### src/rtl/cpu_mem_pkg.sv
// Shared types and constants for the memory access unit: FSM states,
// the register-window address tag and the register-index width helper.
package cpu_mem_pkg;

  typedef enum logic [1:0] {
    IDLE = 2'd0,
    BUS  = 2'd1,
    DONE = 2'd2
  } state_t;

  localparam logic [3:0] REG_WINDOW_TAG = 4'hF;

  function automatic int reg_idx_w(input int threads, input int regs_per_thread);
    return $clog2(threads) + $clog2(regs_per_thread);
  endfunction

endpackage

### src/rtl/mem_access_regfile.sv
// Per-thread register window: THREADS x REGS_PER_THREAD words, cleared on reset,
// synchronous write and registered read addressed by {thread, word}.
module mem_access_regfile
  import cpu_mem_pkg::*;
#(
  parameter int DATA_W          = 32,
  parameter int THREADS         = 4,
  parameter int REGS_PER_THREAD = 8,
  localparam int IDX_W          = reg_idx_w(THREADS, REGS_PER_THREAD),
  localparam int DEPTH          = THREADS * REGS_PER_THREAD
) (
  input  logic              clk,
  input  logic              rst_n,
  input  logic              i_we,
  input  logic              i_re,
  input  logic [IDX_W-1:0]  i_idx,
  input  logic [DATA_W-1:0] i_wdata,
  output logic [DATA_W-1:0] o_rdata
);

  logic [DATA_W-1:0] r_mem [DEPTH];
  logic [DATA_W-1:0] r_rdata;

  always_ff @(posedge clk) begin
    if (!rst_n) begin
      for (int i = 0; i < DEPTH; i++) r_mem[i] <= '0;
      r_rdata <= '0;
    end else begin
      if (i_we) r_mem[i_idx] <= i_wdata;
      if (i_re) r_rdata <= r_mem[i_idx];
    end
  end

  assign o_rdata = r_rdata;

endmodule

### src/rtl/mem_access_unit.sv
// Load/store unit: register-window accesses served locally, all others over a
// req/ack system bus. Optional bus timeout compiled in with MEM_ACCESS_TIMEOUT_EN.
module mem_access_unit
  import cpu_mem_pkg::*;
#(
  parameter int DATA_W          = 32,
  parameter int ADDR_W          = 32,
  parameter int THREADS         = 4,
  parameter int REGS_PER_THREAD = 8,
  parameter int TIMEOUT_CYCLES  = 255
) (
  input  logic                       clk,
  input  logic                       rst_n,
  input  logic                       f_enable,
  input  logic                       write_mode,
  input  logic [ADDR_W-1:0]          addr,
  input  logic [DATA_W-1:0]          data_i,
  input  logic [$clog2(THREADS)-1:0] thread,
  output logic [DATA_W-1:0]          data_o,
  output logic                       ack,
  output logic                       err,
  output logic                       busy,
  output logic [ADDR_W-1:0]          w_addr,
  output logic [DATA_W-1:0]          w_data_o,
  output logic                       w_write,
  output logic                       w_req,
  input  logic [DATA_W-1:0]          w_data_i,
  input  logic                       w_ack,
  input  logic                       w_err,
  output state_t                     o_state
);

  // Bus handshake: w_req is raised and held with w_addr/w_data_o/w_write
  // stable until the slave answers with w_ack or w_err (sampled on clk);
  // w_err wins when both arrive together. Core side: ack is a one-cycle pulse
  // qualified by err; the core holds its request until it sees ack.

  localparam int RW    = $clog2(REGS_PER_THREAD);
  localparam int IDX_W = reg_idx_w(THREADS, REGS_PER_THREAD);

  state_t              r_state;
  logic                r_ack;
  logic                r_err;
  logic                r_busy;
  logic                r_bus_req;
  logic                r_bus_write;
  logic [ADDR_W-1:0]   r_bus_addr;
  logic [DATA_W-1:0]   r_bus_wdata;
  logic [DATA_W-1:0]   r_bus_rdata;
  logic                r_sel_rf;

  logic                w_window;
  logic                w_start;
  logic                w_rf_we;
  logic                w_rf_re;
  logic [IDX_W-1:0]    w_rf_idx;
  logic [DATA_W-1:0]   w_rf_rdata;
  logic                w_tmo;

  assign w_window = (addr[ADDR_W-1 -: 4] == REG_WINDOW_TAG);
  assign w_start  = (r_state == IDLE) && f_enable;
  assign w_rf_we  = w_start && w_window && write_mode;
  assign w_rf_re  = w_start && w_window && !write_mode;
  assign w_rf_idx = {thread, addr[RW-1:0]};

`ifdef MEM_ACCESS_TIMEOUT_EN
  localparam int CNT_W = $clog2(TIMEOUT_CYCLES + 1);
  logic [CNT_W-1:0] r_tmo_cnt;

  always_ff @(posedge clk) begin
    if (!rst_n || r_state != BUS) r_tmo_cnt <= '0;
    else                          r_tmo_cnt <= r_tmo_cnt + 1'b1;
  end

  // Fires on the edge where the count would reach TIMEOUT_CYCLES.
  assign w_tmo = (r_tmo_cnt == CNT_W'(TIMEOUT_CYCLES - 1));
`else
  assign w_tmo = 1'b0;
`endif

  mem_access_regfile #(
    .DATA_W          (DATA_W),
    .THREADS         (THREADS),
    .REGS_PER_THREAD (REGS_PER_THREAD)
  ) u_regfile (
    .clk     (clk),
    .rst_n   (rst_n),
    .i_we    (w_rf_we),
    .i_re    (w_rf_re),
    .i_idx   (w_rf_idx),
    .i_wdata (data_i),
    .o_rdata (w_rf_rdata)
  );

  always_ff @(posedge clk) begin
    if (!rst_n) begin
      r_state     <= IDLE;
      r_ack       <= 1'b0;
      r_err       <= 1'b0;
      r_busy      <= 1'b0;
      r_bus_req   <= 1'b0;
      r_bus_write <= 1'b0;
      r_bus_addr  <= '0;
      r_bus_wdata <= '0;
      r_bus_rdata <= '0;
      r_sel_rf    <= 1'b0;
    end else begin
      case (r_state)
        IDLE: begin
          if (f_enable) begin
            r_busy <= 1'b1;
            if (w_window) begin
              r_ack   <= 1'b1;
              r_err   <= 1'b0;
              r_state <= DONE;
              if (!write_mode) r_sel_rf <= 1'b1;
            end else begin
              r_bus_addr  <= addr;
              r_bus_wdata <= data_i;
              r_bus_write <= write_mode;
              r_bus_req   <= 1'b1;
              r_state     <= BUS;
            end
          end
        end
        BUS: begin
          if (w_err) begin
            r_bus_req <= 1'b0;
            r_ack     <= 1'b1;
            r_err     <= 1'b1;
            r_state   <= DONE;
          end else if (w_ack) begin
            r_bus_req <= 1'b0;
            r_ack     <= 1'b1;
            r_err     <= 1'b0;
            r_state   <= DONE;
            if (!r_bus_write) begin
              r_bus_rdata <= w_data_i;
              r_sel_rf    <= 1'b0;
            end
          end else if (w_tmo) begin
            r_bus_req <= 1'b0;
            r_ack     <= 1'b1;
            r_err     <= 1'b1;
            r_state   <= DONE;
          end
        end
        DONE: begin
          r_ack   <= 1'b0;
          r_err   <= 1'b0;
          r_busy  <= 1'b0;
          r_state <= IDLE;
        end
        default: r_state <= IDLE;
      endcase
    end
  end

  // data_o tracks whichever source completed the most recent load.
  assign data_o   = r_sel_rf ? w_rf_rdata : r_bus_rdata;
  assign ack      = r_ack;
  assign err      = r_err;
  assign busy     = r_busy;
  assign w_addr   = r_bus_addr;
  assign w_data_o = r_bus_wdata;
  assign w_write  = r_bus_write;
  assign w_req    = r_bus_req;
  assign o_state  = r_state;

endmodule

### config.mk
export PLATFORM = sky130hd
export DESIGN_NAME = mem_access_unit
export DESIGN_NICKNAME = d
export VERILOG_FILES = /design/src/rtl/cpu_mem_pkg.sv /design/src/rtl/mem_access_regfile.sv /design/src/rtl/mem_access_unit.sv
export SDC_FILE = /design/constraint.sdc
export NUM_CORES = 2
export LEC_CHECK = 0
export CAP_MARGIN = 20
export CORE_UTILIZATION = 45
export CTS_CLUSTER_DIAMETER = 50
export DETAILED_ROUTE_END_ITERATION = 8
export GPL_TIMING_DRIVEN = 0
export PLACE_DENSITY = 0.66
export SYNTH_ARGS = -nofsm -noshare
export SYNTH_HDL_FRONTEND = slang
export SYNTH_SLANG_ARGS = --single-unit
### constraint.sdc
create_clock -name clk -period 5.3 [get_ports clk]
set_input_delay 0.795 -clock clk [delete_from_list [all_inputs] [get_ports clk]]
set_output_delay 0.795 -clock clk [all_outputs]
set_load 0.03 [all_outputs]
---- Word level (Yosys, flattened, before mapping) ----
Memories as Yosys holds them, arrays and structs flattened. A register that Yosys moved wholly into a read port is not among the register bits.
Cells that the tools add are included.
storage, ports and cells
  register bits ........................... 104
  bits in writable memories ............... 1024
  input port bits ......................... 104
  output and inout port bits .............. 103
  word-level logic and storage cells ...... 79
  memories kept ........................... 1
memories
  memory           words  bits a word  read ports  clocked after Yosys merged registers in  write ports  RTL line                  RTL
  u_regfile.r_mem  32     32           1           1                                        32           mem_access_regfile.sv:21  logic [DATA_W-1:0] r_mem [DEPTH];
cells by class
  equality and inequality tests ........... 11
  muxes and demuxes ....................... 36
  bitwise gates (word level) .............. 3
  reduce and logical (&&, ||, !) cells .... 18
operator list
  cell                                                                   count
  32-bit two-way mux                                                     2
  32-bit OR reduction                                                    1
  1-bit two-way mux                                                      23
  2-bit inequality test, second input constant                           7
  4-bit AND reduction                                                    3
  2-bit two-way mux                                                      4
  7-bit AND reduction                                                    1
  1-bit one-hot mux with 2 select lines                                  3
  1-bit one-hot mux with 3 select lines                                  2
  5-bit two-way mux                                                      1
  4-bit equality test, second input constant                             1
  1-bit logical AND                                                      4
  2-bit one-hot mux with 2 select lines                                  1
  2-bit AND reduction                                                    2
  2-bit nonzero test                                                     2
  3-bit inequality test, second input constant                           1
  1-bit inverter                                                         3
  3-bit AND reduction                                                    1
  3-bit nonzero test                                                     1
  2-bit by 1-bit equality test with 1-bit output, second input constant  1
  2-bit equality test, second input constant                             1
  1-bit logical NOT                                                      2
  2-bit logical NOT                                                      1

---- Depth between registers and ports, before layout ----
  word-level depth ........................ 9
  gate-level depth with buffers ........... 10
  gate-level depth less buffers ........... 5

---- By module ----
Synthesis repeated with hierarchy kept, for this count alone.
unflattened totals
  cells, all modules ...................... 3585
  area total of the unflattened synthesis .. 51914.8 um2
by module, submodules not included
  module              instances  cells an instance  area an instance (um2)  sequential area each (um2)
  mem_access_regfile  1          3094               47372.9                 31390.1
  mem_access_unit     1          491                4541.9                  2082.0

---- Least setup slack after synthesis ----
No wires, ideal clock.
  path kind ............................... input port to flip-flop
  start point ............................. input thread[0]
  end point ............................... memory u_regfile.r_mem[4][0] (enable)
  setup time .............................. 0.466 ns
  arrival time ............................ 4.237 ns
  required time ........................... 4.834 ns
  slack ................................... 0.597 ns
  stages on the path ...................... 6
  path buffers ............................ 3
  path through ............................ clkbuf_1 buf_2 buf_2 nor2_1 nand3_1 o21ai_0
RTL lines
  element      RTL line                  RTL
  from (decl)  mem_access_unit.sv:18     input logic [$clog2(THREADS)-1:0] thread,
  to (decl)    mem_access_regfile.sv:21

==> summary.txt <==
Status
  • Outcome: finished clean

Global route
  • Largest net degree at the start of global routing: 20
  • Global-route wire length before repair: 270700 microns
  • Overall Global Routing Usage: 34.37%
  • Vias in the first global route: 34.18k
  • Grt total ovfl: 0
  • Initial antenna violation count: 18

Min path
  • Hold crit path type: reg -> reg

Yosys
  • Seq cells post-synth: 1160
  • Netlist Area Pre-Place: 51390 sq um
  • Adder-Cell Fraction of Synth Area: 0%
  • Most numerous cell in the Yosys netlist: and2_1
  • Top cells by area, synth: edfxtp_1 60%, and2_1 13%, mux4_2 6.6%
  • Post-Synth XOR/XNOR Area: 0%
  • Post-synthesis compound-gate area fraction: 5.030%
  • Post-Syn Area per Cell: 14.00 sq um
  • Post-synth top area share: 59.83%
  • Syn nets: 3775
  • Top_reg_cell synth: edfxtp_1
  • Main combinational cell family by area after synthesis: simple AND/OR/NAND/NOR gates
  • Async set-reset flop share out of synthesis: 0%
  • Seq/Total Area, Yosys: 65.13%
  • Synth Area in Simple Gates: 15.68%
  • Yosys warnings: 0
  • Post-synth cell types: 56
  • Number of flops mapped to enable cells by yosys: 1024
  • Dominant cell type by area after synthesis: edfxtp_1
  • Multiplexer share of the synthesized area: 11.45%
  • Synth Instances: 3671
  • Top cells by count, synth: 1027 x and2_1, 1024 x edfxtp_1, 280 x clkbuf_1

Clock tree
  • Clk Latency, worst-skew pair: 0.74 ns
  • CTS Buffer Depth: 3
  • CTS Root Buffer Type: clkbuf_16
  • # resized after CTS: 0
  • H-tree depth: 4
  • CTS tree: done
  • Post-CTS Setup Repair Bufs: 0
  • Clock sink count: 1160
  • CTS Buf Count: 132
  • Hold buffers post-CTS: 0
  • Clock slew at reported path FFs: 0.06 ns

Place
  • Gpl congestion: 1.044
  • Pre-CTS setup slack: -0.2505 ns
  • HPWL Detailed: 143500 microns
  • I/O Buffers: 203

Floorplan
  • Core footprint: 112800 sq um
  • Num ports: 207
  • Initial Util: 45.56%
  • Die Span X: 339.9 microns
  • Die height: 339.9 microns
  • Cell Rows: 123
  • Die area: 115600 sq um

Power and ir drop
  • Power per cell area: 343.0 nW/um^2
  • Max VDD drop: 0.2175 mV
  • Int Pwr: 0.01610 W
  • Psw: 0.005066 W
  • Reg power frac: 48.7%
  • Lkg Pwr: 22.54 nW
  • Clock group share of total power: 42.9%
  • Switching share of power: 23.93%
  • Combinational power share: 8.5%
  • Total power: 0.02117 W

Timing
  • Minimum clock period: 4.958 ns
  • Worst Hold Slack: 0.4570 ns
  • Worst-case headroom to the max-slew limit: 14.71%
  • Max-slew violations: 0
  • Max Fclk: 201.7 MHz
  • Setup Total Neg Slack: 0 ns
  • Worst-Margin Slew: 1.279 ns
  • Final worst slack: 0.3424 ns
  • Period utilization: 93.54%
  • RSZ-0062 raised after global routing: no
  • Final setup violation count: 0
  • Skew final: 0.02775 ns
  • Fin. Hold Viols: 0

Detailed routing
  • Final WL: 200600 microns
  • Drc violations: 0
  • Initial DRT Pass Iterations: 6
  • Wire per inst: 35.14 microns
  • Vias/cell: 6.215
  • Detail Route Antenna Nets: 0
  • DR iter-0 viols: 5517
  • DR vias: 35.48k

Layout
  • P&R area growth vs syn: 20.07%
  • Final #Nets: 4198
  • Footprint of the multi-input gates: 16910 sq um
  • # fillers: 9137
  • Layout cells sized above 1: 13.44%
  • Storage element area: 33470 sq um

Job
  • Total of max-cap violations: 0

Critical path
  • Maximum fanout along the worst path: 10
  • Kind of critical path: in -> reg
  • Crit path capture type: register
  • Startpoint Class: input port
  • CP arrival: 5.55 ns
  • CP required: 5.89 ns
[layout make-up]
type / instances / share of cell area [%]
Inverter: 3 / 0.01825
Sequential cell: 1160 / 54.24
Tap cell: 1500 / 3.041
Buffer: 343 / 2.236
Clock inverter: 64 / 0.9347
Antenna cell: 12 / 0.04866
Clock buffer: 173 / 5.919
Timing Repair Buffer: 289 / 6.154
Multi-Input combinational cell: 2165 / 27.40
[registers in the layout (all words and copies together), names as in the netlist]
register           cells
err                    1
w_write                1
u_regfile.o_rdata     32
u_regfile.r_mem     1024
r_bus_rdata           32
w_addr                32
w_req                  1
w_data_o              32
o_state                2
r_sel_rf               1
busy                   1
ack                    1
[cells by family (layout without fill, tap and decap cells)]
family,Yosys count,count (layout)
compound gates,386,386
simple gates,1384,1384
other cells,0,12
flops,1160,1160
buf+inv,346,872
mux,395,395
[worst paths after layout]
check                      endpoint  slack (ns)  depth (start not counted)  startpoint
min reg2reg                     ack        0.46                          1         ack
max           u_regfile.r_mem[0][4]        0.34                          8     addr[2]
min                             ack        0.46                          1         ack
max reg2reg  u_regfile.r_mem[7][10]        0.97                          7  o_state[0]
[through the flow]
step,util [%],cells,instance area [sq um]
6_report,54.70,5709,61710
5_1_grt,54.67,5697,61680
4_1_cts,54.59,5689,61580
3_5_place_dp,50.84,5452,57360
3_3_place_gp,49.02,5374,55300
2_1_floorplan,-,3671,51390
[metal layers]
layer,wire [microns],share of wire (%),vias up,GRT usage (%)
met5,88,0.044,-,0.1634
met1,68700,34,17720,41.66
met4,13980,7.0,10,21.07
met2,88130,44,2860,51.70
li1,-,-,14240,-
met3,29740,15,649,13.34
[power by group through the flow]
stage	Clock [W]	Sequential, W	Combinational, W
3_5_place_dp	0	0.0105	0.00172
6_report	0.00907	0.0103	0.00179
4_1_cts	0.00905	0.0103	0.00172
3_3_place_gp	0	0.0106	0.00154
5_1_grt	0.00939	0.0103	0.00180
2_1_floorplan	0	0.0106	0.000697
[placed cells by master (no fill, tap or decap), drive strengths merged, types with 6 or more instances in the layout]
cell and count:
clkbuf 454, dfxtp 136, a21boi 96, inv 11, clkinv 40, nand2 213, o21ai 70, nand3 10
bufinv 9, clkinvlp 7, a22o 10, clkdlybuf4s50 203, mux2i 210, diode 12, buf 148, nor2 56
mux4 151, or3 6, a221oi 15, a31oi 28, nor4 14, o22ai 92, a21oi 19, or4 18
and2 1027, edfxtp 1024, a22oi 35, mux2 34
[critical path: stages]
cell and delay (ns):
clkdlybuf4s50_1 0.62, or2_2 0.38, clkbuf_1 0.44, nor2_1 0.67, nand2_1 0.48, nor2_1 1.02, clkbuf_1 0.87, and2_1 0.25
(Power assumes the default switching activity.)
